===== config.mk =====
export PLATFORM = sky130hd
export DESIGN_NAME = iddmm_mul_arbiter
export DESIGN_NICKNAME = d
export VERILOG_FILES = /design/src/rtl/iddmm_pkg.sv /design/src/rtl/iddmm_tag_pipe.sv /design/src/rtl/iddmm_mul_arbiter.sv
export SDC_FILE = /design/constraint.sdc
export NUM_CORES = 1
export LEC_CHECK = 0
export BUFFER_PORTS_ARGS = -buffer_cell sky130_fd_sc_hd__buf_4
export CORE_AREA = 2 2 704 706
export CTS_CLUSTER_DIAMETER = 30
export DETAILED_ROUTE_END_ITERATION = 10
export DIE_AREA = 0 0 706 708
export MAX_ROUTING_LAYER = met4
export PLACE_DENSITY_LB_ADDON = 0.12
export SYNTH_ARGS = -nofsm -noshare
export SYNTH_HDL_FRONTEND = slang
export SYNTH_SLANG_ARGS = --single-unit

===== constraint.sdc =====
create_clock -name clk -period 3.3 [get_ports clk]
set_input_delay 0.165 -clock clk [delete_from_list [all_inputs] [get_ports clk]]
set_output_delay 0.165 -clock clk [all_outputs]
set_load 0.01 [all_outputs]

===== src/rtl/iddmm_pkg.sv =====
// Shared IDDMM definitions: default operand width, the multiplier tag record
// that travels alongside each product, and the round-robin pick helper.
package iddmm_pkg;

    localparam int IDDMM_WIDTH   = 128;
    // Upper bound on requesters sharing one multiplier; sizes the tag id field.
    localparam int IDDMM_MAX_REQ = 16;
    localparam int IDDMM_ID_W    = $clog2(IDDMM_MAX_REQ);

    typedef struct packed {
        logic                  vld;
        logic                  lo;
        logic [IDDMM_ID_W-1:0] id;
    } mul_tag_t;

    // One-hot grant for the first valid requester at or above ptr, wrapping
    // modulo num_req. ptr must be below num_req; bits at or above num_req are
    // ignored and never granted.
    function automatic logic [IDDMM_MAX_REQ-1:0] rr_pick(
        input logic [IDDMM_MAX_REQ-1:0] valid,
        input logic [IDDMM_ID_W-1:0]    ptr,
        input int                       num_req
    );
        logic [IDDMM_MAX_REQ-1:0] gnt;
        logic                     found;
        int                       idx;
        logic [IDDMM_ID_W-1:0]    idx_w;
        gnt   = '0;
        found = 1'b0;
        for (int i = 0; i < IDDMM_MAX_REQ; i++) begin
            if (i < num_req) begin
                idx = int'(ptr) + i;
                if (idx >= num_req) begin
                    idx = idx - num_req;
                end else begin
                    idx = idx;
                end
                idx_w = IDDMM_ID_W'(idx);
                if (!found && valid[idx_w]) begin
                    gnt[idx_w] = 1'b1;
                    found      = 1'b1;
                end else begin
                    found = found;
                end
            end else begin
                found = found;
            end
        end
        return gnt;
    endfunction

endpackage


===== src/rtl/iddmm_tag_pipe.sv =====
// Fixed-depth shift register of multiplier tags. Stage 0 takes the tag of the
// operands just registered; the last stage lines up with the matching product.
module iddmm_tag_pipe
    import iddmm_pkg::*;
#(
    parameter int DEPTH = 8
) (
    input  logic     clk,
    input  logic     clr_i,
    input  mul_tag_t tag_i,
    output mul_tag_t tag_o,
    output logic     any_valid_o
);

    mul_tag_t stage_q [DEPTH];

    // Shift tags one stage per cycle; clear drops every tag in flight.
    always_ff @(posedge clk) begin
        if (clr_i) begin
            for (int k = 0; k < DEPTH; k++) begin
                stage_q[k] <= '0;
            end
        end else begin
            stage_q[0] <= tag_i;
            for (int k = 1; k < DEPTH; k++) begin
                stage_q[k] <= stage_q[k-1];
            end
        end
    end

    // Any stage holding a live tag means a product is still owed.
    always_comb begin
        any_valid_o = 1'b0;
        for (int k = 0; k < DEPTH; k++) begin
            any_valid_o = any_valid_o | stage_q[k].vld;
        end
    end

    assign tag_o = stage_q[DEPTH-1];

endmodule


===== src/rtl/iddmm_mul_arbiter.sv =====
// Round-robin front end for one shared, fully pipelined multiplier. Accepts at
// most one operand pair per cycle, registers it onto the multiplier inputs,
// tracks who asked through a latency-matched tag pipe and returns the product
// on a shared response bus flagged by a one-hot valid.
module iddmm_mul_arbiter
    import iddmm_pkg::*;
#(
    parameter int WIDTH       = IDDMM_WIDTH,
    parameter int NUM_REQ     = 4,   // 2 .. IDDMM_MAX_REQ
    parameter int MUL_LATENCY = 7
) (
    input  logic                     clk,
    input  logic                     rst_n,
    input  logic [NUM_REQ-1:0]       req_valid,
    output logic [NUM_REQ-1:0]       req_ready,
    input  logic [NUM_REQ-1:0]       req_lo,
    input  logic [NUM_REQ*WIDTH-1:0] req_x,
    input  logic [NUM_REQ*WIDTH-1:0] req_y,
    output logic [WIDTH-1:0]         mul_x,
    output logic [WIDTH-1:0]         mul_y,
    input  logic [2*WIDTH-1:0]       mul_result,
    output logic [NUM_REQ-1:0]       rsp_valid,
    output logic [2*WIDTH-1:0]       rsp_result,
    output logic                     busy
);

    // Operands land one cycle after the handshake and the product MUL_LATENCY
    // cycles later, so the tag must ride MUL_LATENCY+1 stages.
    localparam int                    DEPTH    = MUL_LATENCY + 1;
    localparam logic [IDDMM_ID_W-1:0] LAST_ID  = IDDMM_ID_W'(NUM_REQ - 1);
    localparam logic [IDDMM_ID_W-1:0] ID_ONE   = IDDMM_ID_W'(1);
    localparam logic [NUM_REQ-1:0]    ONE_HOT0 = NUM_REQ'(1);

    logic [IDDMM_ID_W-1:0] rr_ptr_q, rr_ptr_d;
    logic [WIDTH-1:0]      mul_x_q, mul_x_d;
    logic [WIDTH-1:0]      mul_y_q, mul_y_d;
    logic [NUM_REQ-1:0]    rsp_valid_q, rsp_valid_d;
    logic [2*WIDTH-1:0]    rsp_result_q, rsp_result_d;

    logic [NUM_REQ-1:0]    grant_s;
    logic                  hs_s;
    logic [IDDMM_ID_W-1:0] gnt_id_s;
    logic [WIDTH-1:0]      sel_x_s;
    logic [WIDTH-1:0]      sel_y_s;
    logic                  sel_lo_s;
    mul_tag_t              tag_in_s;
    mul_tag_t              tag_out_s;
    logic                  tag_any_s;

    assign grant_s   = NUM_REQ'(rr_pick(IDDMM_MAX_REQ'(req_valid), rr_ptr_q, NUM_REQ));
    assign hs_s      = |grant_s;
    assign req_ready = grant_s;

    // AND-OR mux of the granted requester's operands, mode and index.
    always_comb begin
        gnt_id_s = '0;
        sel_x_s  = '0;
        sel_y_s  = '0;
        sel_lo_s = 1'b0;
        for (int i = 0; i < NUM_REQ; i++) begin
            gnt_id_s = gnt_id_s | (grant_s[i] ? IDDMM_ID_W'(i) : '0);
            sel_x_s  = sel_x_s | (req_x[i*WIDTH +: WIDTH] & {WIDTH{grant_s[i]}});
            sel_y_s  = sel_y_s | (req_y[i*WIDTH +: WIDTH] & {WIDTH{grant_s[i]}});
            sel_lo_s = sel_lo_s | (req_lo[i] & grant_s[i]);
        end
    end

    // Accept path: load operands, launch a tag and move the pointer past the winner.
    always_comb begin
        mul_x_d  = mul_x_q;
        mul_y_d  = mul_y_q;
        rr_ptr_d = rr_ptr_q;
        tag_in_s = '0;
        if (hs_s) begin
            mul_x_d      = sel_x_s;
            mul_y_d      = sel_y_s;
            tag_in_s.vld = 1'b1;
            tag_in_s.lo  = sel_lo_s;
            tag_in_s.id  = gnt_id_s;
            rr_ptr_d     = (gnt_id_s == LAST_ID) ? '0 : (gnt_id_s + ID_ONE);
        end else begin
            mul_x_d  = mul_x_q;
            mul_y_d  = mul_y_q;
            rr_ptr_d = rr_ptr_q;
            tag_in_s = '0;
        end
    end

    // Response path: flag the owner of the emerging product; idle cycles keep the old data.
    always_comb begin
        rsp_valid_d  = '0;
        rsp_result_d = rsp_result_q;
        if (tag_out_s.vld) begin
            rsp_valid_d  = ONE_HOT0 << tag_out_s.id;
            rsp_result_d = tag_out_s.lo ? {{WIDTH{1'b0}}, mul_result[WIDTH-1:0]} : mul_result;
        end else begin
            rsp_valid_d  = '0;
            rsp_result_d = rsp_result_q;
        end
    end

    // State registers with synchronous active-low reset.
    always_ff @(posedge clk) begin
        if (!rst_n) begin
            rr_ptr_q     <= '0;
            mul_x_q      <= '0;
            mul_y_q      <= '0;
            rsp_valid_q  <= '0;
            rsp_result_q <= '0;
        end else begin
            rr_ptr_q     <= rr_ptr_d;
            mul_x_q      <= mul_x_d;
            mul_y_q      <= mul_y_d;
            rsp_valid_q  <= rsp_valid_d;
            rsp_result_q <= rsp_result_d;
        end
    end

    iddmm_tag_pipe #(
        .DEPTH (DEPTH)
    ) u_tag_pipe (
        .clk         (clk),
        .clr_i       (!rst_n),
        .tag_i       (tag_in_s),
        .tag_o       (tag_out_s),
        .any_valid_o (tag_any_s)
    );

    assign mul_x      = mul_x_q;
    assign mul_y      = mul_y_q;
    assign rsp_valid  = rsp_valid_q;
    assign rsp_result = rsp_result_q;
    assign busy       = tag_any_s;

endmodule


==> summary.txt <==
PLACEMENT
-----------------------------------------------------------------------------------------------------
HPWL after detailed placement ..........................................................       338 mm
Number of buffers added on ports .......................................................         1810
Placed cells ...........................................................................        11800
Gpl congestion .........................................................................        0.913

GLOBAL ROUTING
-----------------------------------------------------------------------------------------------------
Global-route track usage on met3 .......................................................        4.87%
Via count of the first global-routing pass .............................................        50700
GRT Util Overall .......................................................................        16.7%
Maximum number of pins on one net before global-route repair ...........................           93
Antenna violations before repair .......................................................          282
First-pass GRT wire length .............................................................       538 mm
Met2 routing resource usage after global routing .......................................        29.5%
Global route hottest layer .............................................................         met2
Remaining global-route overflow ........................................................            0
Fraction of met1 tracks used by global routing .........................................        18.3%

WORST HOLD PATH
-----------------------------------------------------------------------------------------------------
Tightest Hold Check Type ...............................................................    in -> reg
Endpoint of the worst hold-timing path ................................................. rsp_result[213]
Critical hold path startpoint .......................................................... mul_result[213]
Depth of the worst hold-timing path ....................................................            4

PWR
-----------------------------------------------------------------------------------------------------
Static Leak ............................................................................      33.5 nW
Maximum vdd ir drop ....................................................................   0.000599 V
Power Dens Cells .......................................................................  855 nW/um^2

ROUTE
-----------------------------------------------------------------------------------------------------
Number of detailed-routing iterations run before antenna repair ........................            7
DRC violations left ....................................................................            0
Vias per std cell ......................................................................         3.54
Routed Wire Length .....................................................................       434 mm
Post-detailed-route count of antenna-violating nets ....................................            0
Violation count after the first detailed-routing iteration .............................         3571
Routed via count .......................................................................        49500
Routed wire length per instance ........................................................      31.1 um

YOSYS
-----------------------------------------------------------------------------------------------------
Post-synthesis share of cell area spent on full adders, half adders and majority gates .       0.283%
Multiplexer area fraction after synthesis ..............................................        4.43%
Area fraction in and, or, nand and nor cells after synthesis ...........................        18.3%
Combinational family with the most area after synthesis ................................ compound AO/OA/AOI/OAI gates
Syn avg cell area ......................................................................    8.25 um^2
Count of unique library cells instantiated by Yosys ....................................           34
Synthesized-area fraction occupied by xor and xnor cells ...............................           0%
Number of flops mapped to enable cells by yosys ........................................            0
Area share of the largest cell type after synthesis ....................................        35.6%
Syn_nets ...............................................................................         5047
Sequential cell area fraction in the yosys report ......................................        35.6%
Number of warnings issued by yosys .....................................................            0
FFs w/ async S/R, synth ................................................................           0%
Flip-flop and latch count after synthesis ..............................................          550
Top cells by area, synth ............................................................... sky130_fd_sc_hd__dfxtp_1 (36%), sky130_fd_sc_hd__a22oi_1 (25%), sky130_fd_sc_hd__o311a_1 (8.3%), sky130_fd_sc_hd__nand2_1 (6.4%), sky130_fd_sc_hd__or3_1 (5.2%)
Post-synthesis compound-gate area fraction .............................................        35.5%
Main synth FF type ..................................................................... sky130_fd_sc_hd__dfxtp_1
Cell accounting for the most synthesized area .......................................... sky130_fd_sc_hd__dfxtp_1
Netlist area before placement ..........................................................   30900 um^2
Number of instances in the synthesized netlist .........................................         3750

WORST SETUP PATH
-----------------------------------------------------------------------------------------------------
Critical Path RT .......................................................................      4050 ps
Critical Path Start Type ...............................................................         flop
Highest fanout seen on the critical path ...............................................           11
Worst reg-to-reg setup slack ...........................................................      -220 ps
Critical path capture point type .......................................................         flop
Launch instance of the worst register-to-register path .................................  rr_ptr_q[0]
WP data arrival ........................................................................      4270 ps
Worst Setup Path Type ..................................................................   reg -> reg
Worst Reg-to-Reg Cells .................................................................           13
Destination of the worst register-to-register timing path ..............................    mul_y[47]

FLOORPLANNING
-----------------------------------------------------------------------------------------------------
Num ports ..............................................................................         1811
Die Wd .................................................................................       706 um
Site row count .........................................................................          258
DIE AREA ...............................................................................  500000 um^2
Starting density of the core ...........................................................        6.28%
Core area ..............................................................................  492000 um^2
Die height .............................................................................       708 um

FINISH
-----------------------------------------------------------------------------------------------------
Area growth from synthesis to final layout .............................................         154%
Multi-input gate area ..................................................................   18300 um^2
Leading cell types in the layout, fill and taps excluded ............................... sky130_fd_sc_hd__buf_4 (1922), sky130_fd_sc_hd__dlygate4sd3_1 (1421), sky130_fd_sc_hd__a22oi_1 (1025)
Number of filler instances in the final layout .........................................        55600
Leading cell type in the layout, fill and taps excluded ................................ sky130_fd_sc_hd__buf_4
Net count reported at finish ...........................................................         8426
Layout Cells excl Fill .................................................................        14000
Register cell area after layout ........................................................   11000 um^2
Core Util, Final .......................................................................        16.0%
Fraction of layout instances using a drive strength above 1 ............................        34.3%

STA
-----------------------------------------------------------------------------------------------------
Least setup slack across all paths after layout ........................................      -220 ps
Pins over their slew limit .............................................................            0
Final period util ......................................................................         107%
Slew margin rel. .......................................................................        35.4%
Peak Freq ..............................................................................      284 MHz
Total count of hold-check failures in the final report .................................            0
Final Critical Period ..................................................................      3520 ps
Worst Hold Margin ......................................................................      87.8 ps
# setup viols final ....................................................................          254
Worst-Margin Slew ......................................................................       968 ps
Setup repair after global routing missed its margin ....................................         true
Layout Skew ............................................................................      81.9 ps

CLOCKING
-----------------------------------------------------------------------------------------------------
Total number of clock tree sinks .......................................................          550
CTS tree ...............................................................................          yes
Number of buffers on the longest clock path ............................................            4
Cell chosen for the clock root ......................................................... sky130_fd_sc_hd__clkbuf_16
Number of H-tree branching levels ......................................................            5
Cts bufs inserted ......................................................................          275
Later-pin clock latency in the skew report .............................................       960 ps
Clock edge transition at the registers on the reported setup and hold paths ............        40 ps

RUN
-----------------------------------------------------------------------------------------------------
Max-cap violations .....................................................................            0

OUTCOME
-----------------------------------------------------------------------------------------------------
Violated checks ........................................................................ setup timing
Run status ............................................................................. complete, but fails checks

==> routing by layer <==
layer	routed length, um	share of wire (%)
met1	170000	39
met2	219000	50
met3	32600	7.5
met4	12900	3.0
met5	0	0
==> logic make-up (layout without fill, tap and decap cells) <==
| kind of cell | count (synthesis) | in the layout |
|---|---|---|
| mux | 132 | 132 |
| simple gates | 1219 | 1219 |
| flops | 550 | 550 |
| buf+inv | 420 | 3978 |
| compound gates | 1422 | 1422 |
| other cells | 0 | 173 |
| fa+ha+maj | 7 | 7 |
==> power by group <==
part	switching, W	total (W)	internal [W]	leakage, nW
Sequential	0.000855	0.00891	0.00805	4.50
Clock	0.00710	0.0233	0.0162	4.11
Combinational	0.0196	0.0350	0.0154	24.9
Total	0.0276	0.0672	0.0397	33.5
==> cell usage after synthesis, types with 3 or more instances <==
cell type,instances
sky130_fd_sc_hd__a22oi_1,1026
sky130_fd_sc_hd__dfxtp_1,550
sky130_fd_sc_hd__nand2_1,526
sky130_fd_sc_hd__clkbuf_1,326
sky130_fd_sc_hd__nor2_1,260
sky130_fd_sc_hd__o311a_1,256
sky130_fd_sc_hd__or3_1,256
sky130_fd_sc_hd__a21oi_1,128
sky130_fd_sc_hd__mux2i_1,128
sky130_fd_sc_hd__nor2b_1,128
sky130_fd_sc_hd__buf_1,33
sky130_fd_sc_hd__and2_1,29
sky130_fd_sc_hd__buf_2,28
sky130_fd_sc_hd__buf_6,23
sky130_fd_sc_hd__ha_1,7
sky130_fd_sc_hd__nand3b_1,5
sky130_fd_sc_hd__or2_1,5
sky130_fd_sc_hd__a21oi_2,4
sky130_fd_sc_hd__buf_4,4
sky130_fd_sc_hd__mux4_2,4
sky130_fd_sc_hd__inv_1,3
sky130_fd_sc_hd__nor3_1,3
sky130_fd_sc_hd__o21ai_1,3
==> through the flow <==
stage / total power, W / cell area, um^2 / setup WS [ps] / TNS [ps]
floorplan: 0.0216 / 30900 / 83.8 / 0
global placement: 0.0359 / 53300 / -210 / -7450
detailed placement: 0.0359 / 53300 / -219 / -5350
CTS: 0.0654 / 77300 / -217 / -33000
global route: 0.0709 / 78600 / -290 / -53680
finish: 0.0672 / 78700 / -220 / -33340
==> repair_timing <==
action                                  4_1_cts  5_1_grt
pin swaps                                    75       29
buffers inserted                             47       19
resized for setup                            90       49
hold endpoints to repair                    513        0
endpoints found under the setup margin      250      262
hold buffers                               1421        0
cloned                                       17       36
==> how the worst max path moves through the flow <==
stage / start / to / slack (ps) / depth (start not counted)
detailed placement: rr_ptr_q[0] / u_tag_pipe.stage_q[0][4] / -220 / 10
global placement: rr_ptr_q[0] / u_tag_pipe.stage_q[0][4] / -210 / 10
CTS: rr_ptr_q[0] / req_ready[1] / -220 / 10
floorplan: rr_ptr_q[0] / mul_x[0] / 80 / 11
global route: rr_ptr_q[0] / mul_x[54] / -290 / 15
finish: rr_ptr_q[0] / mul_y[47] / -220 / 13
==> flip-flops by register name, indices dropped and copies added, names as in the netlist <==
name and cells:
mul_x 128, rsp_result 256, u_tag_pipe.stage_q 32, mul_y 128, rr_ptr_q 2, rsp_valid 4
==> critical path: stages (launching register included) <==
cell                        delay (ps)
sky130_fd_sc_hd__dfxtp_2           330
sky130_fd_sc_hd__inv_2              50
sky130_fd_sc_hd__ha_4              270
sky130_fd_sc_hd__buf_6              90
sky130_fd_sc_hd__mux4_2            550
sky130_fd_sc_hd__nand3b_1          170
sky130_fd_sc_hd__a21oi_4            90
sky130_fd_sc_hd__buf_6             120
sky130_fd_sc_hd__or4_4             560
sky130_fd_sc_hd__buf_12            180
sky130_fd_sc_hd__buf_4             210
sky130_fd_sc_hd__clkbuf_16         230
sky130_fd_sc_hd__or3_1             320
sky130_fd_sc_hd__o311a_1           130
==> final cells by class <==
| type | count | share of cell area [%] |
|---|---|---|
| clock inverter | 36 | 0.695 |
| sequential | 550 | 14.0 |
| inverter | 4 | 0.0286 |
| tap | 6500 | 10.3 |
| antenna | 173 | 0.550 |
| timing repair buffer | 3518 | 41.0 |
| clock buffer | 420 | 10.1 |
| multi-input combinational | 2780 | 23.3 |
Power figures use the tool's default switching activity.
